<file path="config.mk">
export PLATFORM = sky130hd
export DESIGN_NAME = uart_tx_engine
export DESIGN_NICKNAME = d
export VERILOG_FILES = /design/src/rtl/uart_tx_engine.sv
export SDC_FILE = /design/constraint.sdc
export NUM_CORES = 1
export LEC_CHECK = 0
export ABC_AREA = 1
export CAP_MARGIN = 20
export CORE_ASPECT_RATIO = 0.7
export CORE_UTILIZATION = 55
export CTS_CLUSTER_SIZE = 12
export DETAILED_ROUTE_END_ITERATION = 6
export PLACE_DENSITY = 0.78
export SYNTH_ARGS = -nofsm -noshare
export SYNTH_HDL_FRONTEND = slang
export SYNTH_SLANG_ARGS = --single-unit
</file>
<file path="constraint.sdc">
create_clock -name clk -period 2.2 [get_ports clk]
set_input_delay 0.22 -clock clk [delete_from_list [all_inputs] [get_ports clk]]
set_output_delay 0.22 -clock clk [all_outputs]
set_load 0.1 [all_outputs]
</file>
<file path="src/rtl/uart_tx_engine.sv">
// ----------------------------------------------------------------------------
// uart_tx_engine
//   Transmit half of the UART. Takes one 7- or 8-bit character per load and
//   sends it on tx as an 11-bit frame: start bit, data LSB first, an optional
//   parity bit, then stop bit(s) filling the frame out to 11 bits. The baud
//   divider and the bit counter belong to this block alone.
//
// Ports
//   clk       in   1       system clock, posedge
//   reset     in   1       synchronous reset, active low
//   load      in   1       strobe: send data_in (taken only while tx_rdy=1)
//   data_in   in   8       character; bit 7 unused when eight=0
//   eight     in   1       1 = 8 data bits, 0 = 7 data bits
//   pen       in   1       parity enable
//   ohel      in   1       parity sense, 0 = even, 1 = odd
//   baud_val  in   BAUD_W  clocks per bit (values below 2 act as 2)
//   tx        out  1       serial line, idle high
//   tx_rdy    out  1       idle, a load will be accepted
//   tx_done   out  1       one-cycle pulse when a frame completes
// ----------------------------------------------------------------------------
module uart_tx_engine #(
   parameter int BAUD_W = 19
) (
   input  logic              clk,
   input  logic              reset,
   input  logic              load,
   input  logic [7:0]        data_in,
   input  logic              eight,
   input  logic              pen,
   input  logic              ohel,
   input  logic [BAUD_W-1:0] baud_val,
   output logic              tx,
   output logic              tx_rdy,
   output logic              tx_done
);

   typedef enum logic {S_IDLE, S_SHIFT} state_t;

   state_t            state_q;
   logic [10:0]       shift_q;
   logic [BAUD_W-1:0] baud_cnt_q;
   logic [BAUD_W-1:0] baud_lim_q;   // latched bit time minus one
   logic [3:0]        bit_cnt_q;
   logic              rdy_q;
   logic              done_q;

   logic              par7_d;
   logic              par8_d;
   logic              bit8_d;
   logic              bit9_d;
   logic [10:0]       frame_d;
   logic [BAUD_W-1:0] baud_lim_d;
   logic              btu_d;

   // Frame assembled from the live inputs; only used on the load edge.
   always_comb begin
      par7_d     = (^data_in[6:0]) ^ ohel;
      par8_d     = (^data_in) ^ ohel;
      bit8_d     = eight ? data_in[7] : (pen ? par7_d : 1'b1);
      bit9_d     = (eight && pen) ? par8_d : 1'b1;
      frame_d    = {1'b1, bit9_d, bit8_d, data_in[6:0], 1'b0};
      // Clamp bit time to a minimum of 2 clocks.
      baud_lim_d = (baud_val < BAUD_W'(2)) ? BAUD_W'(1) : (baud_val - BAUD_W'(1));
      btu_d      = (baud_cnt_q == baud_lim_q);
   end

   always_ff @(posedge clk) begin
      if (!reset) begin
         state_q    <= S_IDLE;
         shift_q    <= '1;
         baud_cnt_q <= '0;
         baud_lim_q <= '0;
         bit_cnt_q  <= '0;
         rdy_q      <= 1'b1;
         done_q     <= 1'b0;
      end else begin
         done_q <= 1'b0;
         case (state_q)
            S_IDLE: begin
               if (load) begin
                  shift_q    <= frame_d;
                  baud_cnt_q <= '0;
                  bit_cnt_q  <= '0;
                  baud_lim_q <= baud_lim_d;
                  rdy_q      <= 1'b0;
                  state_q    <= S_SHIFT;
               end
            end
            S_SHIFT: begin
               if (btu_d) begin
                  baud_cnt_q <= '0;
                  // Ones shift in, so the line is high once the frame is out.
                  shift_q    <= {1'b1, shift_q[10:1]};
                  if (bit_cnt_q != 4'hF) bit_cnt_q <= bit_cnt_q + 4'd1;
                  // Eleventh bit time ends here; load this cycle is ignored.
                  if (bit_cnt_q == 4'd10) begin
                     rdy_q   <= 1'b1;
                     done_q  <= 1'b1;
                     state_q <= S_IDLE;
                  end
               end else begin
                  baud_cnt_q <= baud_cnt_q + BAUD_W'(1);
               end
            end
            default: state_q <= S_IDLE;
         endcase
      end
   end

   assign tx      = shift_q[0];
   assign tx_rdy  = rdy_q;
   assign tx_done = done_q;

endmodule

</file>
# Word level (Yosys, flattened, before mapping)
# Cells that the tools add are included.
# Widths: inputs -> output; s select.
[op_classes]
n_addsub = 3
n_lt_le_gt_ge = 1
eq_ne = 7
n_mux = 23
bitwise = 3
reduce_logical = 8
[ops]
columns = ["operator", "n"]
rows = [
  ["$mux 19", 3],
  ["$pmux 19 s2", 1],
  ["$mux 11", 2],
  ["$pmux 11 s2", 1],
  ["$add 19x1->19 const B", 1],
  ["$eq 19x19->1", 1],
  ["$lt 19x2->1 const B", 1],
  ["$sub 19x1->19 const B", 1],
  ["$mux 4", 3],
  ["$mux 1", 10],
  ["$reduce_and 3->1", 3],
  ["$pmux 4 s2", 1],
  ["$reduce_xor 8->1", 1],
  ["$reduce_xor 7->1", 1],
  ["$ne 2x1->1 const B", 3],
  ["$add 4x1->4 const B", 1],
  ["$eq 4x4->1 const B", 1],
  ["$ne 4x4->1 const B", 1],
  ["$pmux 1 s2", 2],
  ["$reduce_and 2->1", 2],
  ["$ne 2x2->1 const B", 1],
  ["$xor 1x1->1", 2],
  ["$logic_and 1x1->1", 1],
  ["$not 1->1", 1],
]
[totals]
ff_bits = 56
input_bits = 33
output_inout_bits = 3

# Logic depth before layout (Yosys ltp)
# Gate-level depths: netlist of run 1.
[logic_depth]
depth_word = 6
mapped_depth = 14
depth_no_buf = 12

# Least setup slack after synthesis of run 1
# No wires, ideal clock.
[synth_timing]
kind = "register to register"
startpoint = "reg baud_cnt_q[0]"
endpoint = "reg baud_cnt_q[14]"
setup_ns = 0.132
t_arrival_ns = 1.489
t_required_ns = 2.068
path_slack_ns = 0.578
stages_incl_launch_ff = 9
path_cell_list = "dfxtp_1 ha_1 nand3_1 nor2_2 nand2_1 nor4_1 nand3_1 nand3_1 a21oi_1"
[synth_between]
elab_chain_len = 3
elab_cells_between_ends = 4
classes_between = "1 x add/sub; 1 x eq/ne; 2 x mux"
[synth_lines]
columns = ["item", "line_no", "source"]
rows = [
  ["start, declared", "41", "logic [BAUD_W-1:0] baud_cnt_q;"],
  ["start signal, assigned", "102", "baud_cnt_q <= baud_cnt_q + BAUD_W'(1);"],
  ["$add 19x1->19 or $eq 19x19->1 (tied branches)", "102, 64", ""],
  ["$mux 19 (*)", "90", "if (btu_d) begin"],
  ["$pmux 19 s2 (*)", "78", "case (state_q)"],
]
# Mark *: on every way between the ends. The rest lies on a longest branch, timed or not.
# A chain may end at the register's enable or synchronous reset.

# Final worst setup path of run 1
[layout_timing]
startpoint = "reg baud_cnt_q[11]"
endpoint = "reg baud_cnt_q[3]"
[layout_between]
elab_chain_len = 3
[layout_lines]
columns = ["item", "line_no", "source"]
rows = [
  ["$eq 19x19->1", "64", "btu_d = (baud_cnt_q == baud_lim_q);"],
  ["$mux 19", "90", ""],
  ["$pmux 19 s2", "78", ""],
]
# Every way passes these cells.

==> impl_metrics.env, run 1 <==
export IMPL_r2r_start="baud_cnt_q[11]$_SDFFE_PN0P_"
export IMPL_hold_path_class="flip-flop to flip-flop"
export IMPL_postRouteAntennaNets=0
export IMPL_antenna_found_initial=0
export IMPL_clkSinkCount=55
export IMPL_die_height_um=68.0
export IMPL_routedWlPerCell_um=13.7
export IMPL_holdBufCountCts=0
export IMPL_io_pins=36
export IMPL_hp_start="shift_q[3]$_SDFFE_PN1P_"
export IMPL_seq_area_frac_synth=0.322
export IMPL_status="completed"
export IMPL_yosys_warnings=0
export IMPL_top_layer="met4"
export IMPL_tns_ns=0
export IMPL_start_util=0.583
export IMPL_startpoint_type="flip-flop"
export IMPL_final_setup_viol_count=0
export IMPL_overflow=0
export IMPL_synth_distinct_cells=33
export IMPL_areaGrowthSynthToFinish_pct=15.9
export IMPL_clk_path_buf_depth=2
export IMPL_fin_skew_ns=0.0183
export IMPL_vias=3531
export IMPL_hpwl_um=7390
export IMPL_drtIter0Drc=255
export IMPL_p_leak_nw=1.74
export IMPL_mostFrequentLayoutCell="nand2_1"
export IMPL_final_hold_violation_count=0
export IMPL_io_buffers=35
export IMPL_layout_min_cycle_time_ns=1.94
export IMPL_dr_wl_met3_um=624
export IMPL_drive_gt1_frac=0.0761
export IMPL_core_area_sq_um=5870
export IMPL_peakVddDrop_v=0.000373
export IMPL_drt_total_wl_um=9120
export IMPL_end_kind="flip-flop"
export IMPL_wl_met1_um=4690
export IMPL_max_slew_worst_pin_slew_ns=0.447
export IMPL_cts_resized=0
export IMPL_netlist_instances=547
export IMPL_required_ns=2.41
export IMPL_met2_length_um=3670
export IMPL_maxSlewViolCount=0
export IMPL_fillCellCount=567
export IMPL_die_area_sq_um=6550
export IMPL_grt_max_degree=21
export IMPL_htreeDepth=2
export IMPL_drc=0
export IMPL_holdWs_ns=0.465
export IMPL_insertion_delay_ns=0.32
export IMPL_max_freq_ghz=0.517
export IMPL_track_usage=0.297
export IMPL_clk_pin_slew_ns=0.10
export IMPL_layout_nets=627
export IMPL_avgSynthCellArea_sq_um=6.26
export IMPL_finalCritPeriodShare=0.880
export IMPL_cts_tree="built"
export IMPL_cts_buffers_inserted=5
export IMPL_critPathArrivalTime_ns=2.14
export IMPL_rows=23
export IMPL_grt_pass1_vias=3042
export IMPL_synth_area_sq_um=3420
export IMPL_cts_setup_buffers=0
export IMPL_cellPowerDensity_nw_per_um2=543
export IMPL_slew_headroom=0.701
export IMPL_synth_seq_cells=55
export IMPL_synth_fp_nets=584
export IMPL_rsz0062_at_grt="false"
export IMPL_crit_start="baud_cnt_q[11]$_SDFFE_PN0P_"
export IMPL_via_per_inst=5.30
export IMPL_cts_root_buf="clkbuf_8"
export IMPL_grt_pass1_wl_um=14600
export IMPL_crit_fanout=13
export IMPL_die_x_um=96.3
export IMPL_diodes=0
export IMPL_firstDrtPassIters=5
export IMPL_final_cell_mix="173 x nand2_1, 75 x inv_1, 55 x dfxtp_1"
export IMPL_place_congestion=0.930
export IMPL_cap_violations=0
export IMPL_criticalPathCategory="flip-flop to flip-flop"
[path summary, 6_finish.rpt]
kind,end,slack (ns),cells past startpoint
setup reg to reg,baud_cnt_q[3]$_SDFFE_PN0P_,0.26,11
hold reg to reg,shift_q[3]$_SDFFE_PN1P_,0.46,2
hold / removal,shift_q[3]$_SDFFE_PN1P_,0.46,2
setup / recovery,baud_cnt_q[3]$_SDFFE_PN0P_,0.26,11
[sequential cells by signal, indices dropped and copies added, names as in the netlist]
signal,count
baud_cnt_q,19
baud_lim_q,19
tx_rdy,1
shift_q,10
tx_done,1
bit_cnt_q,4
state_q,1
[cell type report]
| cell class | count | area (sq um) | share of cell area |
|---|---|---|---|
| Multi-Input combinational cell | 395 | 1900 | 0.480 |
| Inverter | 82 | 308 | 0.0776 |
| Sequential cell | 55 | 1100 | 0.278 |
| Tap cell | 75 | 93.8 | 0.0237 |
| Timing Repair Buffer | 51 | 463 | 0.117 |
| Clock inverter | 1 | 8.76 | 0.00221 |
| Clock buffer | 7 | 86.3 | 0.0218 |
[critical path, stage by stage (launching register included)]
cell and delay (ns):
dfxtp_1 0.48, inv_2 0.08, nand2_1 0.06, nand2_1 0.04, nor2_1 0.19, nand2_1 0.11
nor2_2 0.15, nand3_2 0.12, nand2_2 0.15, inv_1 0.23, nand3_1 0.14, a21oi_1 0.07
[metal layers]
metal	GRT usage	up-vias
met5	0	-
met1	0.444	1579
met4	0.0653	0
met2	0.437	121
li1	-	1817
met3	0.0533	14
[synth_stat cells]
cell        n  area, sq um
nor4_1      1         6.26
o21ai_1     1         5.00
inv_2       6         22.5
or3_1       1         6.26
buf_2       4         20.0
clkbuf_1    4         15.0
buf_4       3         22.5
nand4_1    13         81.3
o21ai_0    17         85.1
o22ai_1    18          113
xnor2_1     5         43.8
a21oi_1    21          105
or2_2       2         12.5
nand2_2     2         12.5
dfxtp_1    55         1100
nor2_1     49          184
a31oi_1     1         6.26
xor2_1     20          175
nand2_1   173          649
buf_8       1         15.0
nor2_2      6         37.5
buf_6       2         22.5
inv_1      75          282
o221ai_1    1         8.76
clkbuf_8    1         13.8
nor3_1     12         60.1
nand3_4     1         17.5
ha_1        4         50.1
o21ai_2     1         8.76
and2_1      1         6.26
nand3_2     1         10.0
clkinv_1    1         3.75
nand3_1    44          220
[metrics by stage]
| step | util | cell area (sq um) | power (mW) | setup WS [ns] | cells |
|---|---|---|---|---|---|
| global route | 0.675 | 3970 | 2.24 | 0.0848 | 666 |
| global placement | 0.659 | 3870 | 1.55 | 0.273 | 658 |
| floorplan | - | 3420 | 1.41 | 0.578 | 547 |
| CTS | 0.675 | 3970 | 2.15 | 0.282 | 666 |
| finish | 0.675 | 3970 | 2.15 | 0.265 | 666 |
| detailed placement | 0.659 | 3870 | 1.56 | 0.197 | 658 |
[logic make-up (layout without fill, tap and decap cells)]
group           Yosys count  in the layout  share of synthesized area
xor+xnor                 25             25                     0.0640
fa+ha+maj                 4              4                     0.0146
simple gates            306            306                      0.381
buf+inv                  97            141                      0.122
compound gates           60             60                     0.0969
flops                    55             55                      0.322
[power by group]
part | switching, mW | internal [mW]
clock | 0.346 | 0.259
combinational | 0.281 | 0.176
sequential | 0.0379 | 1.05
total | 0.665 | 1.49
Note: power is estimated with default switching activity, not from simulation.
==> run 2, diff against run 1 <==
CORE_UTILIZATION = 53   (was 55)
GPL_ROUTABILITY_DRIVEN = 0   (was unset)
GPL_TIMING_DRIVEN = 0   (was unset)
PLACE_DENSITY = 0.75   (was 0.78)
==> run 2 against run 1 <==
  * The run now ends with DRC left
  * Via count is 0.23% lower
  * Sequential power about the same
  * Die area grew 3.7%
  * Maximum frequency down 5.0%
  * Clock power rose by 9.6%
  * Routed wire length is 3.4% lower
  * Sequential cell count did not move
  * Worst setup slack worse by 0.10 ns
  * Cell count stayed put
==> impl_metrics.env, run 2 (synthesis results as in run 1) <==
export IMPL_status="complete, but fails checks"
export IMPL_violations="DRC"
export IMPL_final_setup_viol_count=0
export IMPL_hold_path_class="input port to flip-flop"
export IMPL_cts_buffers_inserted=5
export IMPL_overflow=0
export IMPL_via_per_inst=5.29
export IMPL_drtIter0Drc=283
export IMPL_fin_skew_ns=0.00784
export IMPL_finalCritPeriodShare=0.926
export IMPL_die_area_sq_um=6790
export IMPL_criticalPathCategory="flip-flop to flip-flop"
export IMPL_cap_violations=0
export IMPL_layout_nets=625
export IMPL_crit_fanout=6
export IMPL_antenna_found_initial=0
export IMPL_drive_gt1_frac=0.0629
export IMPL_areaGrowthSynthToFinish_pct=16.0
export IMPL_place_inst=659
export IMPL_max_slew_worst_pin_slew_ns=0.964
export IMPL_cts_root_buf="clkbuf_8"
export IMPL_peakVddDrop_v=0.000283
export IMPL_required_ns=2.45
export IMPL_layout_cells_non_filler=666
export IMPL_final_hold_violation_count=0
export IMPL_clk_path_buf_depth=2
export IMPL_fin_util=0.638
export IMPL_cellPowerDensity_nw_per_um2=555
export IMPL_grt_max_degree=16
export IMPL_postRouteAntennaNets=0
export IMPL_insertion_delay_ns=0.31
export IMPL_tns_ns=0
export IMPL_rows=24
export IMPL_diodes=0
export IMPL_layout_min_cycle_time_ns=2.04
export IMPL_core_area_sq_um=6220
export IMPL_largest_registers="baud_cnt_q: 19 flops, baud_lim_q: 19 flops, shift_q: 10 flops"
export IMPL_critPathArrivalTime_ns=2.29
export IMPL_io_pins=36
export IMPL_hpwl_um=7160
export IMPL_startpoint_type="flip-flop"
export IMPL_drt_total_wl_um=8810
export IMPL_io_buffers=34
export IMPL_slew_headroom=0.355
export IMPL_rsz0062_at_grt="false"
export IMPL_routedWlPerCell_um=13.2
export IMPL_firstDrtPassIters=7
export IMPL_grt_pass1_vias=3094
export IMPL_htreeDepth=2
export IMPL_clkSinkCount=55
export IMPL_mostFrequentLayoutCell="nand2_1"
export IMPL_maxSlewViolCount=0
export IMPL_max_freq_ghz=0.491
export IMPL_track_usage=0.274
export IMPL_end_kind="flip-flop"
export IMPL_final_cell_mix="173 x nand2_1, 75 x inv_1, 55 x dfxtp_1"
export IMPL_cts_tree="built"
export IMPL_die_height_um=69.2
export IMPL_clk_pin_slew_ns=0.10
export IMPL_grt_pass1_wl_um=14800
export IMPL_die_x_um=98.0
export IMPL_vias=3523
export IMPL_p_leak_nw=1.71
export IMPL_start_util=0.551
export IMPL_drc=1
==> run 2: cell count changes in the layout (fill, tap and decap cells not counted) <==
cell	previous run	this run
buf_2	0	4
buf_8	0	1
nor4_1	1	0
nor4_2	0	1
buf_6	0	2
clkdlybuf4s50_1	32	34
clkinv_4	1	0
bufinv_16	0	1
buf_4	19	3
clkbuf_1	1	5
==> run 2: final cells by class <==
cell class,instances,area [sq um]
Buffer,15,109
Clock buffer,6,72.6
Timing Repair Buffer,34,340
Multi-Input combinational cell,395,1910
Inverter,82,308
Tap cell,78,97.6
Fill cell,572,2250
Clock inverter,1,30.0
Sequential cell,55,1100
==> run 2: where the power goes <==
group,switching [mW],leakage [nW],internal [mW]
sequential,0.0354,0.451,1.05
clock,0.329,0.0513,0.334
combinational,0.276,1.21,0.179
total,0.640,1.71,1.56
==> run 2: repair_timing <==
action	CTS	global route
resized for setup	0	1
endpoints found under the setup margin	0	1
endpoints found under the hold margin	0	0
buffers inserted	0	0
hold buffers	0	0
==> run 2: worst max-delay path: stages (launching register included) <==
cell and delay (ns):
dfxtp_1 0.50, ha_1 0.33, nand3_1 0.18, or3_1 0.46, nor2_1 0.16, xor2_1 0.17
nand2_1 0.06, a21oi_1 0.11
==> run 2: worst paths after layout <==
kind	to	slack, ns	start	cells after the start
max	baud_cnt_q[16]$_SDFFE_PN0P_	0.16	baud_cnt_q[0]$_SDFFE_PN0P_	7
min	shift_q[0]$_SDFFE_PN1P_	0.12	reset	2
max reg2reg	baud_cnt_q[16]$_SDFFE_PN0P_	0.16	baud_cnt_q[0]$_SDFFE_PN0P_	7
min reg2reg	shift_q[5]$_SDFFE_PN1P_	0.47	shift_q[5]$_SDFFE_PN1P_	2
==> run 2: layer usage <==
metal / GRT usage / share of wire / up-vias
met1: 0.413 / 0.51 / 1569
met5: 0 / 0 / -
met2: 0.385 / 0.38 / 131
li1: - / - / 1813
met3: 0.0756 / 0.094 / 10
met4: 0.0556 / 0.0091 / 0
==> run 2: per-stage QoR <==
step	hold WS (ns)	instance area [sq um]	setup WS (ns)	total power [mW]
3_3_place_gp	0.438	3860	0.134	1.55
3_5_place_dp	0.443	3860	0.0995	1.56
2_1_floorplan	0.381	3420	0.578	1.41
6_report	0.124	3970	0.163	2.20
4_1_cts	0.130	3960	0.183	2.21
5_1_grt	0.136	3970	0.103	2.31
